==> src/rtl/sap_ctrl_pkg.sv <==
// Shared opcode and T-state constants for the SAP-style control sequencer.
// Imported by the ring counter and the decode/halt logic.
package sap_ctrl_pkg;

  localparam logic [3:0] OP_LDA = 4'b0000;
  localparam logic [3:0] OP_ADD = 4'b0001;
  localparam logic [3:0] OP_SUB = 4'b0010;
  localparam logic [3:0] OP_OUT = 4'b1110;
  localparam logic [3:0] OP_HLT = 4'b1111;

  localparam logic [5:0] T1 = 6'b000001;
  localparam logic [5:0] T2 = 6'b000010;
  localparam logic [5:0] T3 = 6'b000100;
  localparam logic [5:0] T4 = 6'b001000;
  localparam logic [5:0] T5 = 6'b010000;
  localparam logic [5:0] T6 = 6'b100000;

  function automatic logic is_onehot(input logic [5:0] v);
    return (v != 6'd0) && ((v & (v - 6'd1)) == 6'd0);
  endfunction

endpackage

==> src/rtl/ring_counter.sv <==
// Six-state one-hot T-state ring with hold and self-recovery.
// Any non-one-hot value falls back to T1 on the next edge.
module ring_counter
  import sap_ctrl_pkg::*;
(
  input  logic       clk,
  input  logic       clr,
  input  logic       hold,
  output logic [5:0] ring_o
);

  logic [5:0] ring_q;
  logic [5:0] ring_d;

  always_comb begin
    ring_d = ring_q;
    if (!is_onehot(ring_q)) begin
      ring_d = T1;
    end else if (!hold) begin
      ring_d = {ring_q[4:0], ring_q[5]};
    end
  end

  always_ff @(posedge clk or posedge clr) begin
    if (clr) begin
      ring_q <= T1;
    end else begin
      ring_q <= ring_d;
    end
  end

  assign ring_o = ring_q;

endmodule

==> src/rtl/control_sequencer.sv <==
// Control word decode and halt latch driven by the T-state ring.
// Outputs are combinational from t_state, opcode and halted.
module control_sequencer
  import sap_ctrl_pkg::*;
(
  input  logic       clk,
  input  logic       clr,
  input  logic [3:0] opcode,
  output logic       pc_inc,
  output logic       pc_out,
  output logic       mar_wa,
  output logic       ram_oe,
  output logic       ir_load,
  output logic       ir_out,
  output logic       acc_load,
  output logic       acc_out,
  output logic       breg_load,
  output logic       alu_sub,
  output logic       alu_out,
  output logic       out_load,
  output logic       halted,
  output logic [5:0] t_state
);

  logic halted_q;
  logic halted_d;
  logic is_lda;
  logic is_arith;
  logic is_out;

  ring_counter u_ring (
    .clk    (clk),
    .clr    (clr),
    .hold   (halted_q),
    .ring_o (t_state)
  );

  assign is_lda   = (opcode == OP_LDA);
  assign is_arith = (opcode == OP_ADD) || (opcode == OP_SUB);
  assign is_out   = (opcode == OP_OUT);

  // Halt takes effect on the edge that ends T4; ring then sits in T5.
  always_comb begin
    halted_d = halted_q;
    if ((t_state == T4) && (opcode == OP_HLT)) begin
      halted_d = 1'b1;
    end
  end

  always_ff @(posedge clk or posedge clr) begin
    if (clr) begin
      halted_q <= 1'b0;
    end else begin
      halted_q <= halted_d;
    end
  end

  assign halted = halted_q;

  always_comb begin
    pc_inc    = 1'b0;
    pc_out    = 1'b0;
    mar_wa    = 1'b0;
    ram_oe    = 1'b0;
    ir_load   = 1'b0;
    ir_out    = 1'b0;
    acc_load  = 1'b0;
    acc_out   = 1'b0;
    breg_load = 1'b0;
    alu_sub   = 1'b0;
    alu_out   = 1'b0;
    out_load  = 1'b0;
    if (!halted_q) begin
      unique case (t_state)
        T1: begin
          pc_out = 1'b1;
          mar_wa = 1'b1;
        end
        T2: pc_inc = 1'b1;
        T3: begin
          ram_oe  = 1'b1;
          ir_load = 1'b1;
        end
        T4: begin
          if (is_lda || is_arith) begin
            ir_out = 1'b1;
            mar_wa = 1'b1;
          end else if (is_out) begin
            acc_out  = 1'b1;
            out_load = 1'b1;
          end
        end
        T5: begin
          if (is_lda || is_arith) begin
            ram_oe    = 1'b1;
            acc_load  = is_lda;
            breg_load = is_arith;
          end
        end
        T6: begin
          if (is_arith) begin
            alu_out  = 1'b1;
            acc_load = 1'b1;
            alu_sub  = (opcode == OP_SUB);
          end
        end
        default: ;
      endcase
    end
  end

endmodule

==> config.mk <==
export PLATFORM = sky130hd
export DESIGN_NAME = control_sequencer
export DESIGN_NICKNAME = d
export VERILOG_FILES = /design/src/rtl/sap_ctrl_pkg.sv /design/src/rtl/ring_counter.sv /design/src/rtl/control_sequencer.sv
export SDC_FILE = /design/constraint.sdc
export NUM_CORES = 1
export LEC_CHECK = 0
export ABC_AREA = 1
export BUFFER_PORTS_ARGS = -buffer_cell sky130_fd_sc_hd__buf_2
export CAP_MARGIN = 15
export CORE_AREA = 8 8 45 47
export CTS_CLUSTER_DIAMETER = 40
export DETAILED_ROUTE_END_ITERATION = 10
export DIE_AREA = 0 0 53 55
export PLACE_DENSITY = 0.9
export SLEW_MARGIN = 10
export SYNTH_ARGS = -nofsm -noshare
export SYNTH_HDL_FRONTEND = slang
export SYNTH_HIERARCHICAL = 1
export SYNTH_SLANG_ARGS = --single-unit
==> constraint.sdc <==
create_clock -name clk -period 2.8 [get_ports clk]
set_clock_uncertainty 0.15 [all_clocks]
set_input_delay 0 -clock clk [delete_from_list [all_inputs] [get_ports clk]]
set_output_delay 0 -clock clk [all_outputs]
set_load 0.01 [all_outputs]
Word level (Yosys, flattened, before mapping)
Index checks and enable logic that the tools add are counted.
{"block": "totals", "in_bits": 6, "reg_bits": 7}
{"block": "op_classes", "reduce_logical": 7, "eq_ne": 11, "n_mux": 31, "n_bitwise": 1, "add_sub_neg": 1}
{"op": "two-way mux 1 bit", "count": 26}
{"op": "two-way mux 6 bit", "count": 2}
{"op": "== test 4 bit (second input constant)", "count": 2}
{"op": "AND 6 bit", "count": 1}
{"op": "== test 6 x 1 -> 1 bit (second input constant)", "count": 1}
{"op": "== test 6 x 2 -> 1 bit (second input constant)", "count": 1}
{"op": "== test 6 x 3 -> 1 bit (second input constant)", "count": 1}
{"op": "== test 6 x 4 -> 1 bit (second input constant)", "count": 1}
{"op": "== test 6 x 5 -> 1 bit (second input constant)", "count": 1}
{"op": "== test 6 bit (second input constant)", "count": 1}
{"op": "zero test 6 bit", "count": 1}
{"op": "one-hot mux 1 bit (2 select lines)", "count": 3}
{"op": "nonzero test 6 bit", "count": 1}
{"op": "subtractor 6 x 1 -> 6 bit (second input constant)", "count": 1}
{"op": "== test 4 x 1 -> 1 bit (second input constant)", "count": 1}
{"op": "== test 4 x 2 -> 1 bit (second input constant)", "count": 1}
{"op": "zero test 4 bit", "count": 1}
{"op": "logical AND 1 bit", "count": 2}
{"op": "logical OR 1 bit", "count": 2}
{"op": "!= test 2 bit (second input constant)", "count": 1}

Longest topological paths before layout
Gate-level depths: netlist (run 1).
{"block": "logic_depth", "depth_word": 6, "mapped_depth": 6}

Cells and area by module
The synthesis (run 1) kept the hierarchy.
{"module": "ring_counter", "cells_per_inst": 49, "seq_area_each_um2": 151.4, "area_per_inst_um2": 372.9, "n_inst": 1}
{"module": "control_sequencer", "cells_per_inst": 56, "seq_area_each_um2": 25.0, "area_per_inst_um2": 274.0, "n_inst": 1}

Worst setup path before layout (run 1)
No wires, ideal clock.
{"block": "synth_timing", "kind": "reg-to-output", "from": "reg u_ring.ring_q[5], in the netlist u_ring/ring_o[5]", "to": "out out_load", "path_buffers": 1, "stages_incl_launch_ff": 7, "t_required_ns": 2.650, "arrival_ns": 1.244, "path_slack_ns": 1.406, "path_cell_list": "dfrtp_1 nor2_2 nand2_1 nor2_2 nand2_1 nor2_1 buf_4"}
{"block": "synth_via", "elab_chain_len": 3}
{"item": "start: declaration", "line_no": "ring_counter.sv:12", "text": "logic [5:0] ring_q;"}
{"item": "start signal: assignment", "line_no": "ring_counter.sv:28", "text": "ring_q <= ring_d;"}
{"item": "== test 6 x 4 -> 1 bit"}
{"item": "two-way mux 1 bit (2 in a row)"}
{"item": "end: declaration", "line_no": "control_sequencer.sv:20", "text": "output logic out_load,"}
No other way between the ends.

Worst setup path after layout (run 1)
{"block": "layout_timing", "from": "in opcode[3]", "to": "reg halted_q, in the netlist halted"}
{"block": "layout_via", "elab_chain_len": 2}
{"item": "start: declaration", "line_no": "control_sequencer.sv:8", "text": "input logic [3:0] opcode,"}
{"item": "== test 4 bit", "line_no": "control_sequencer.sv:45", "text": "if ((t_state == T4) && (opcode == OP_HLT)) begin"}
{"item": "logical AND 1 bit", "line_no": "control_sequencer.sv:45"}
{"item": "end signal: assignment", "line_no": "control_sequencer.sv:54", "text": "halted_q <= halted_d;"}
{"item": "end: declaration", "line_no": "control_sequencer.sv:25", "text": "logic halted_q;"}
No other way between the ends.
A chain may end at the register's enable or synchronous reset.

==> qor.txt, run 1 <==
status: complete, no violations
Worst Path Arrival: 1990 ps
worst min-delay path class: input port to asynchronous set/reset pin
chip width: 53 um
IO Count: 25
Worst Path Required: 2790 ps
Worst Tran Pin Value: 388.7 ps
CTS tree: done
die area: 2915 um^2
# diodes: 0
Peak VDD IR: 0.2013 mV
initial antenna violation count: 0
max_cap viols: 0
RSZ-0062 raised after global routing: no
global-route wire length before repair: 2732 um
pwr dens: 245.7 nW/um^2
antenna-violating nets left: 0
Rows: 14
Mean Syn Cell Area: 6.161 um^2
Die H: 55 um
routability-driven placement congestion ratio: 0.8407
initial DRC count: 13
drt total wl: 1610 um
vias in the first global route: 668
vias: 718
DP HPWL: 1289 um
Leak: 0.4883 nW
clk_lat worst skew: 250 ps
largest net degree at the start of global routing: 16
Core Util, Final: 61.48%
# clock sinks: 7
GRT Residual Overflow: 0
crit start category: input port
final hold viol count: 0
Final setup viols: 0
share of cells above drive strength 1: 36.76%
post-synth net total: 111
Num CTS Buffers: 3
Synth-to-Final Area Change: 31.53%
area of the core: 1384 um^2
crit-path max FO: 2
post-layout net count: 143
sequential cell area fraction in the yosys report: 27.27%
Unique masters post-synth: 20
Pre-antenna DRT Iters: 4
All-Layer GR Usage: 12.25%
PortBufs: 24
DRC errors left: 0
Post-CTS Setup Repair Bufs: 0
fin crit share: 71.39%
Yosys reg bits: 7
Max H-tree Level: 1
crit path kind: input port to flop
final worst path period need: 1999 ps
Rel. slew slack: 74.09%
synthesized area: 646.9 um^2
Vias/cell: 4.724
Final Slew Violations: 0
Worst setup EP type: flop
Setup Total Neg Slack: 0 ps
Yosys Warn Count: 6
DR WL/cell: 10.59 um
CTS Root Buffer Type: clkbuf_4
Bufs on Longest Clock Path: 2
Starting Density: 46.75%
fmax: 500.3 MHz
clk slew on worst S/H paths: 50 ps
Synth Instances: 105
## sequential cells by signal, indices dropped and copies added (netlist names)
| signal | flops |
|---|---|
| u_ring/ring_o | 6 |
| halted | 1 |
## cell usage in the layout (no fill, tap or decap), types with 2 or more instances in the layout
master	count
a21oi_1	5
nand2_1	25
inv_2	3
buf_2	24
clkbuf_4	3
inv_1	17
dlygate4sd3_1	5
dfrtp_1	6
nand4_1	5
nor2_1	16
nand2_2	5
nor2_2	11
nand3_1	2
## cell type report
type	count	area (um^2)
Fill cell	145	533.0
Multi-Input combinational cell	76	382.9
Sequential cell	7	176.4
Timing Repair Buffer	29	170.2
Inverter	20	75.07
Clock buffer	4	26.28
Tap cell	16	20.02
## stage by stage
stage / worst slack [ps] / cells / instance area, um^2 / total power (W) / hold slack [ps]
finish: 801.2 / 152 / 850.8 / 0.0002091 / 60.24
global route: 743.0 / 152 / 850.8 / 0.0002227 / 95.31
CTS: 832.8 / 152 / 850.8 / 0.0002127 / 54.22
detailed placement: 1412 / 143 / 774.5 / 0.0001134 / -301.5
global placement: 1472 / 143 / 774.5 / 0.0001132 / -304.1
floorplan: 1406 / 105 / 646.9 / 0.0001078 / -421.3
## report_power, final
group / internal, W / switching, W
combinational: 0.00000787 / 0.00000739
clock: 0.0000544 / 0.0000380
sequential: 0.000101 / 0
total: 0.000164 / 0.0000454
## synth_stat cells
master	count	area share [%]
inv_1	17	9.9
dfstp_2	1	4.1
nor2_4	1	1.7
nand3_1	2	1.5
inv_2	3	1.7
nor3_1	1	0.77
dfrtp_1	6	23
nand3_4	1	2.7
nor2_2	11	11
a21oi_1	5	3.9
nor2_1	16	9.3
nand2_1	25	15
or2_0	1	0.97
nand2_4	1	1.7
and2_1	1	0.97
buf_4	1	1.2
buf_2	1	0.77
nand4_1	5	4.8
nand2_2	5	4.8
o21ai_0	1	0.77
## cells by family (layout without fill, tap and decap cells)
kind of cell	Yosys count	count (layout)	synth area share (%)
flops	7	7	27.27
compound gates	6	6	4.641
simple gates	70	70	54.55
buf+inv	22	53	13.54
## worst max-delay path: stages
cell           delay, ps
dlygate4sd3_1        530
buf_2                130
nand2_1               60
dlygate4sd3_1        560
nor2_1                40
dlygate4sd3_1        550
nand2_1               70
nand2_1               50
## final timing paths
check	start	endpoint	slack [ps]	depth (start not counted)
worst max-delay path	opcode[3]	halted	800	8
worst min-delay path	clr	u_ring/ring_o[1]	60	3
worst max register to register	u_ring/ring_o[0]	u_ring/ring_o[5]	1510	6
worst min register to register	u_ring/ring_o[4]	u_ring/ring_o[4]	550	2
max in group asynchronous	clr	halted	1880	4
min in group clk	opcode[1]	alu_sub	230	4
## routing by layer
metal	vias to the layer above	part of all wire [%]	global-route usage, %
li1	376	-	-
met1	315	43	13.87
met2	25	45	20.70
met3	2	11	3.209
met4	0	0.87	6.466
met5	-	0	0
## timing repair
action                    4_1_cts  5_1_grt
gates resized for setup         0        0
hold buffers                    5        0
hold endpoints to repair        8        0
(Power assumes the default switching activity.)
==> run 2, diff against run 1 <==
--- a/config.mk
+++ b/config.mk
@@ -8,11 +8,11 @@
 export ABC_AREA = 1
 export BUFFER_PORTS_ARGS = -buffer_cell sky130_fd_sc_hd__buf_2
 export CAP_MARGIN = 15
-export CORE_AREA = 8 8 45 47
+export CORE_MARGIN = 8
+export CORE_UTILIZATION = 47
 export CTS_CLUSTER_DIAMETER = 40
 export DETAILED_ROUTE_END_ITERATION = 10
-export DIE_AREA = 0 0 53 55
-export PLACE_DENSITY = 0.9
+export PLACE_DENSITY = 0.87
 export SLEW_MARGIN = 10
 export SYNTH_ARGS = -nofsm -noshare
 export SYNTH_HDL_FRONTEND = slang
==> constraint.sdc (replaced) <==
create_clock -name clk -period 2 [get_ports clk]
set_clock_uncertainty 0.15 [all_clocks]
set_input_delay 0 -clock clk [delete_from_list [all_inputs] [get_ports clk]]
set_output_delay 0 -clock clk [all_outputs]
set_load 0.01 [all_outputs]
==> qor.txt, run 2 (synthesized netlist as in run 1, its figures left out) <==
status: complete, no violations (unchanged)
dpl cell area: 773.2 um^2 (was 774.5 um^2)
crit path kind: flop to flop (was input port to flop)
R2R Path End: halted (was u_ring/ring_o[5])
share of cells above drive strength 1: 37.04% (was 36.76%)
Internal: 0.0002272 W (was 0.0001637 W)
fmax: 564.0 MHz
drt total wl: 1627 um (was 1610 um)
clock power share: 44.1% (was 44.2%)
initial DRC count: 20 (was 13)
FF-to-FF setup slack: 230 ps (was 1510 ps)
worst min-delay path class: input port to asynchronous set/reset pin (unchanged)
final hold viol count: 0 (unchanged)
Logic pwr share: 6.6% (was 7.3%)
Num CTS Buffers: 3 (unchanged)
DR WL/cell: 10.85 um (was 10.59 um)
largest net degree at the start of global routing: 16 (unchanged)
vias in the first global route: 680 (was 668)
Switch Pwr: 0.00006106 W (was 0.00004537 W)
post-layout net count: 142 (was 143)
PortBufs: 24 (unchanged)
IO Count: 25 (unchanged)
initial antenna violation count: 0 (unchanged)
Post-CTS Setup Repair Bufs: 0 (unchanged)
commonest non-fill, non-tap cell in the layout: nand2_1 (unchanged)
Vias/cell: 4.707 (was 4.724)
Final Slew Violations: 0 (unchanged)
final instance area: 839.6 um^2 (was 850.8 um^2)
All-Layer GR Usage: 13.54% (was 12.25%)
die area: 2820 um^2 (was 2915 um^2)
global-route wire length before repair: 2808 um (was 2732 um)
post-CTS sizing: 0 (unchanged)
Peak VDD IR: 0.2599 mV (was 0.2013 mV)
RSZ-0062 raised after global routing: no (unchanged)
switching share of power: 21.18% (was 21.70%)
chip width: 53.10 um (was 53 um)
Rows: 13 (was 14)
max FFs per register: 6 (unchanged)
max_cap viols: 0 (unchanged)
Leak: 0.4803 nW (was 0.4883 nW)
Worst Path Arrival: 1810 ps (was 1990 ps)
Setup Total Neg Slack: 0 ps (unchanged)
clk slew on worst S/H paths: 50 ps (about the same)
pwr dens: 343.4 nW/um^2 (was 245.7 nW/um^2)
CTS Root Buffer Type: clkbuf_4 (unchanged)
CTS tree: done (unchanged)
crit-path max FO: 8 (was 2)
commonest non-fill, non-tap cells in the layout: nand2_1 (25), buf_2 (24), inv_1 (17), nor2_1 (16), nor2_2 (11) (unchanged)
Final setup viols: 0 (unchanged)
antenna-violating nets left: 0 (unchanged)
Starting Density: 49.71% (was 46.75%)
Pre-antenna DRT Iters: 4 (unchanged)
# clock sinks: 7 (unchanged)
Die H: 53.10 um (was 55 um)
GRT Residual Overflow: 0 (unchanged)
DP HPWL: 1285 um (was 1289 um)
Bufs on Longest Clock Path: 2 (unchanged)
# diodes: 0 (unchanged)
Sequential Power Share: 49.3% (was 48.5%)
vias: 706 (was 718)
Rel. slew slack: 73.29% (was 74.09%)
crit start category: flop (was input port)
Worst Path Required: 2040 ps (was 2790 ps)
Synth-to-Final Area Change: 29.79% (was 31.53%)
fin crit share: 88.66%
R2R cell count: 6 (unchanged)
final worst path period need: 1773 ps
Max H-tree Level: 1 (unchanged)
worst reg2reg path startpoint: u_ring/ring_o[1] (was u_ring/ring_o[0])
routability-driven placement congestion ratio: 0.7967 (was 0.8407)
Worst Tran Pin Value: 400.7 ps (was 388.7 ps)
area of the core: 1301 um^2 (was 1384 um^2)
Worst setup EP type: flop (unchanged)
clk_lat worst skew: 250 ps (about the same)
DRC errors left: 0 (unchanged)
-- run 2: cell types whose count changed in the layout (fill, tap and decap cells not counted), sizes merged --
cell / change
dlygate4sd3: -1
-- run 2: worst max-delay path by stage --
stage,from,endpoint,slack (ps)
2_1_floorplan,u_ring/ring_o[5],out_load,610
3_3_place_gp,halted,mar_wa,590
3_5_place_dp,halted,mar_wa,600
4_1_cts,opcode[3],halted,20
5_1_grt,u_ring/ring_o[1],halted,110
6_report,u_ring/ring_o[1],halted,230
-- run 2: metrics by stage --
step	setup WS [ps]	std cells	total power [W]	hold WS [ps]	util, %
finish	226.9	150	0.0002883	62.87	64.52
global route	109.5	150	0.0003056	84.85	64.52
CTS	24.57	151	0.0002927	62.85	65.29
detailed placement	597.9	142	0.0001588	-299.3	59.42
global placement	590.2	142	0.0001582	-306.1	59.42
floorplan	606.3	105	0.0001509	-421.3	-
-- run 2: worst max-delay path: stages, from the launching register on --
cell and delay, ps:
dfrtp_1 480, nor2_4 170, nand2_1 80, nor2_2 150, nand2_1 60, dlygate4sd3_1 550, nand2_1 70
-- run 2: per-layer routing --
layer	track usage, %	vias to the layer above	part of all wire, %
met5	0	-	0
met4	11.34	0	4.1
met3	3.641	6	4.4
met2	23.24	14	51
met1	13.12	313	40
li1	-	373	-
-- run 2: final cells by class --
type / count / area, um^2
tap: 15 / 18.77
timing repair buffer: 28 / 160.2
sequential: 7 / 176.4
fill: 128 / 461.7
clock buffer: 4 / 26.28
multi-input combinational: 76 / 382.9
inverter: 20 / 75.07
-- run 2: power by group through the flow --
stage | Clock (W) | Sequential (W) | Combinational, W
detailed placement | 0 | 0.000144 | 0.0000145
CTS | 0.000130 | 0.000142 | 0.0000206
finish | 0.000127 | 0.000142 | 0.0000191
floorplan | 0 | 0.000144 | 0.00000667
global route | 0.000142 | 0.000142 | 0.0000220
global placement | 0 | 0.000144 | 0.0000139
-- run 2: timing repair --
action / CTS / global route
hold buffers: 5 / 0
endpoints found under the hold margin: 8 / 0
setup endpoints to repair: 0 / 1
==> run 3, diff against run 2 <==
--- a/config.mk
+++ b/config.mk
@@ -5,14 +5,14 @@
 export SDC_FILE = /design/constraint.sdc
 export NUM_CORES = 1
 export LEC_CHECK = 0
-export ABC_AREA = 1
 export BUFFER_PORTS_ARGS = -buffer_cell sky130_fd_sc_hd__buf_2
 export CAP_MARGIN = 15
-export CORE_MARGIN = 8
-export CORE_UTILIZATION = 47
+export CORE_AREA = 8 8 45 47
+export CTS_BUF_LIST = sky130_fd_sc_hd__clkbuf_2
 export CTS_CLUSTER_DIAMETER = 40
 export DETAILED_ROUTE_END_ITERATION = 10
-export PLACE_DENSITY = 0.87
+export DIE_AREA = 0 0 53 55
+export PLACE_DENSITY = 0.84
 export SLEW_MARGIN = 10
 export SYNTH_ARGS = -nofsm -noshare
 export SYNTH_HDL_FRONTEND = slang
==> qor.txt, run 3 <==
top area cells in the synthesized netlist: dfrtp_1 (26%), nor2_1 (7.2%), mux2i_1 (7.0%) (was dfrtp_1 (23%), nand2_1 (15%), nor2_2 (11%))
crit path kind: flop to primary output (was flop to flop)
clock power share: 9.4% (was 44.1%)
top-count cell post-synth: nor2_1 (was nand2_1)
switching share of power: 47.56% (was 21.18%)
fin crit share: 88.47% (was 88.66%)
area of the core: 1384 um^2 (was 1301 um^2)
Sequential Power Share: 34.8% (was 49.3%)
Peak VDD IR: 0.7907 mV (was 0.2599 mV)
Die H: 55 um (was 53.10 um)
Starting Density: 41.59% (was 49.71%)
commonest non-fill, non-tap cells in the layout: buf_2 (24), nor2_1 (11), dfrtp_1 (6), dlygate4sd3_1 (5), a21oi_1 (5) (was nand2_1 (25), buf_2 (24), inv_1 (17), nor2_1 (16), nor2_2 (11))
max FFs per register: 6 (unchanged)
initial DRC count: 8 (was 20)
cell taking the most area after synthesis: dfrtp_1 (unchanged)
Switch Pwr: 0.0005050 W (was 0.00006106 W)
Setup Total Neg Slack: 0 ps (unchanged)
Bufs on Longest Clock Path: 2 (unchanged)
Internal: 0.0005569 W (was 0.0002272 W)
dpl cell area: 700.7 um^2 (was 773.2 um^2)
CP peak stage delay: 530 ps (was 550 ps)
DP HPWL: 1132 um (was 1285 um)
Pre-antenna DRT Iters: 4 (unchanged)
WHS: 75.45 ps (was 62.87 ps)
clk_lat worst skew: 220 ps (was 250 ps)
sequential cell area fraction in the yosys report: 30.65% (was 27.27%)
CTS tree: done (unchanged)
Worst Tran Pin Value: 462.6 ps (was 400.7 ps)
routability-driven placement congestion ratio: 0.8460 (was 0.7967)
die area: 2915 um^2 (was 2820 um^2)
Logic pwr share: 55.8% (was 6.6%)
final hold viol count: 0 (unchanged)
Rel. slew slack: 69.16% (was 73.29%)
fmax: 565.2 MHz (was 564.0 MHz)
# clock sinks: 7 (unchanged)
Post-synth top cells: nor2_1 (11), dfrtp_1 (6), a21oi_1 (5) (was nand2_1 (25), inv_1 (17), nor2_1 (16))
Num CTS Buffers: 3 (unchanged)
chip width: 53 um (was 53.10 um)
share of cells above drive strength 1: 33.33% (was 37.04%)
commonest non-fill, non-tap cell in the layout: buf_2 (was nand2_1)
EDFF count, synth: 0 (unchanged)
Max H-tree Level: 1 (unchanged)
RSZ-0062 raised after global routing: no (unchanged)
Final setup viols: 0 (unchanged)
Fill cells: 140 (was 128)
Worst Path Arrival: 1620 ps (was 1810 ps)
async set-reset flop share out of synthesis: 100.0% (unchanged)
Critical Path Slowest Stage Cell: dfrtp_1 (was dlygate4sd3_1)
Post-CTS Setup Repair Bufs: 0 (unchanged)
antenna-violating nets left: 0 (unchanged)
synthesized area: 575.6 um^2 (was 646.9 um^2)
status: complete, no violations (unchanged)
max_cap viols: 0 (unchanged)
vias: 612 (was 706)
Worst setup EP type: primary output (was flop)
post-synth top area share: 26.09% (was 23.21%)
Synth-to-Final Area Change: 33.91% (was 29.79%)
initial antenna violation count: 0 (unchanged)
crit-path max FO: 13 (was 8)
Unique masters post-synth: 29 (was 20)
Synth Instances: 68 (was 105)
Yosys reg bits: 7 (unchanged)
Rows: 14 (was 13)
CP cell instances: nor4_4 -> nand4_1 -> nor3_2 -> buf_2 (was nor2_4 -> nand2_1 -> nor2_2 -> nand2_1 -> dlygate4sd3_1 -> nand2_1)
# diodes: 0 (unchanged)
clk slew on worst S/H paths: 70 ps (was 50 ps)
Mean Syn Cell Area: 8.464 um^2 (was 6.161 um^2)
DRC errors left: 0 (unchanged)
final instance area: 770.7 um^2 (was 839.6 um^2)
worst min-delay path class: input port to flop (was input port to asynchronous set/reset pin)
largest net degree at the start of global routing: 14 (was 16)
post-layout net count: 106 (was 142)
PortBufs: 24 (unchanged)
Leak: 0.3726 nW (was 0.4803 nW)
All-Layer GR Usage: 11.49% (was 13.54%)
final worst path period need: 1769 ps (was 1773 ps)
CTS Root Buffer Type: clkbuf_2 (was clkbuf_4)
pwr dens: 1378 nW/um^2 (was 343.4 nW/um^2)
vias in the first global route: 584 (was 680)
global-route wire length before repair: 2559 um (was 2808 um)
GRT Residual Overflow: 0 (unchanged)
DR WL/cell: 13.42 um (was 10.85 um)
Yosys Warn Count: 6 (unchanged)
Vias/cell: 5.322 (was 4.707)
drt total wl: 1543 um (was 1627 um)
IO Count: 25 (unchanged)
crit start category: flop (unchanged)
Synth Flop Type: dfrtp_1 (unchanged)
Final Slew Violations: 0 (unchanged)
Worst Path Required: 1850 ps (was 2040 ps)
post-synth net total: 74 (was 111)
==> run 3: worst paths after layout <==
kind                                    endpoint  slack (ps)  cells past startpoint              from
worst max-delay path                     acc_out         230                      4  u_ring/ring_o[5]
worst min-delay path                      halted          80                      4         opcode[3]
worst max register to register  u_ring/ring_o[5]         260                      4  u_ring/ring_o[4]
worst min register to register  u_ring/ring_o[1]         530                      2  u_ring/ring_o[0]
max in group asynchronous                 halted        1010                      4               clr
min in group asynchronous       u_ring/ring_o[2]         130                      3               clr
==> run 3: per-stage QoR <==
stage / setup slack, ps / utilization [%] / instances / power [W]
after global routing: 86.79 / 55.70 / 115 / 0.001159
after global placement: 326.6 / 50.63 / 106 / 0.0009342
after CTS: 189.3 / 55.70 / 115 / 0.001075
final: 230.6 / 55.70 / 115 / 0.001062
after detailed placement: 271.4 / 50.63 / 106 / 0.0009593
after floorplan: 345.4 / - / 68 / 0.0007629
==> run 3: what timing repair did <==
| item | CTS | global route |
|---|---|---|
| hold buffers | 5 | 0 |
| hold endpoints to repair | 8 | 0 |
| gates resized for setup | 0 | 0 |
==> run 3: final cells by class <==
cell class	count	area (um^2)	area share (%)
Sequential cell	7	176.4	22.89
Timing Repair Buffer	29	170.2	22.08
Tap cell	16	20.02	2.597
Clock buffer	4	20.02	2.597
Multi-Input combinational cell	56	372.9	48.38
Inverter	3	11.26	1.461
==> run 3: cell families (layout without fill, tap and decap cells) <==
group | count (synthesis) | after routing | share of synthesized area, %
multiplexers | 4 | 4 | 6.957
flip-flops | 7 | 7 | 30.65
XOR/XNOR | 3 | 3 | 4.566
buffers and inverters | 5 | 36 | 4.564
AO/OA/AOI/OAI | 10 | 10 | 11.09
AND/OR/NAND/NOR | 39 | 39 | 42.18
==> run 3: worst max-delay path, delay by kind of cell (launching register included) <==
family	cells	cell delay, ps
buffers and inverters	1	150
AND/OR/NAND/NOR	3	710
flip-flops	1	530
==> run 3: power by group through the flow <==
stage                     combinational (W)  clock [W]  sequential, W
after floorplan                    0.000420          0       0.000343
final                              0.000592   0.000100       0.000369
after CTS                          0.000596   0.000108       0.000370
after global routing               0.000656   0.000115       0.000388
after detailed placement           0.000588          0       0.000372
after global placement             0.000572          0       0.000362
==> run 3: per-layer routing <==
metal / wire length, um / GRT usage [%] / vias to the layer above
met5: 0 / 0 / -
met4: 0 / 5.172 / 0
met3: 156 / 2.941 / 0
met2: 758 / 22.07 / 21
met1: 628 / 11.28 / 283
li1: - / - / 308
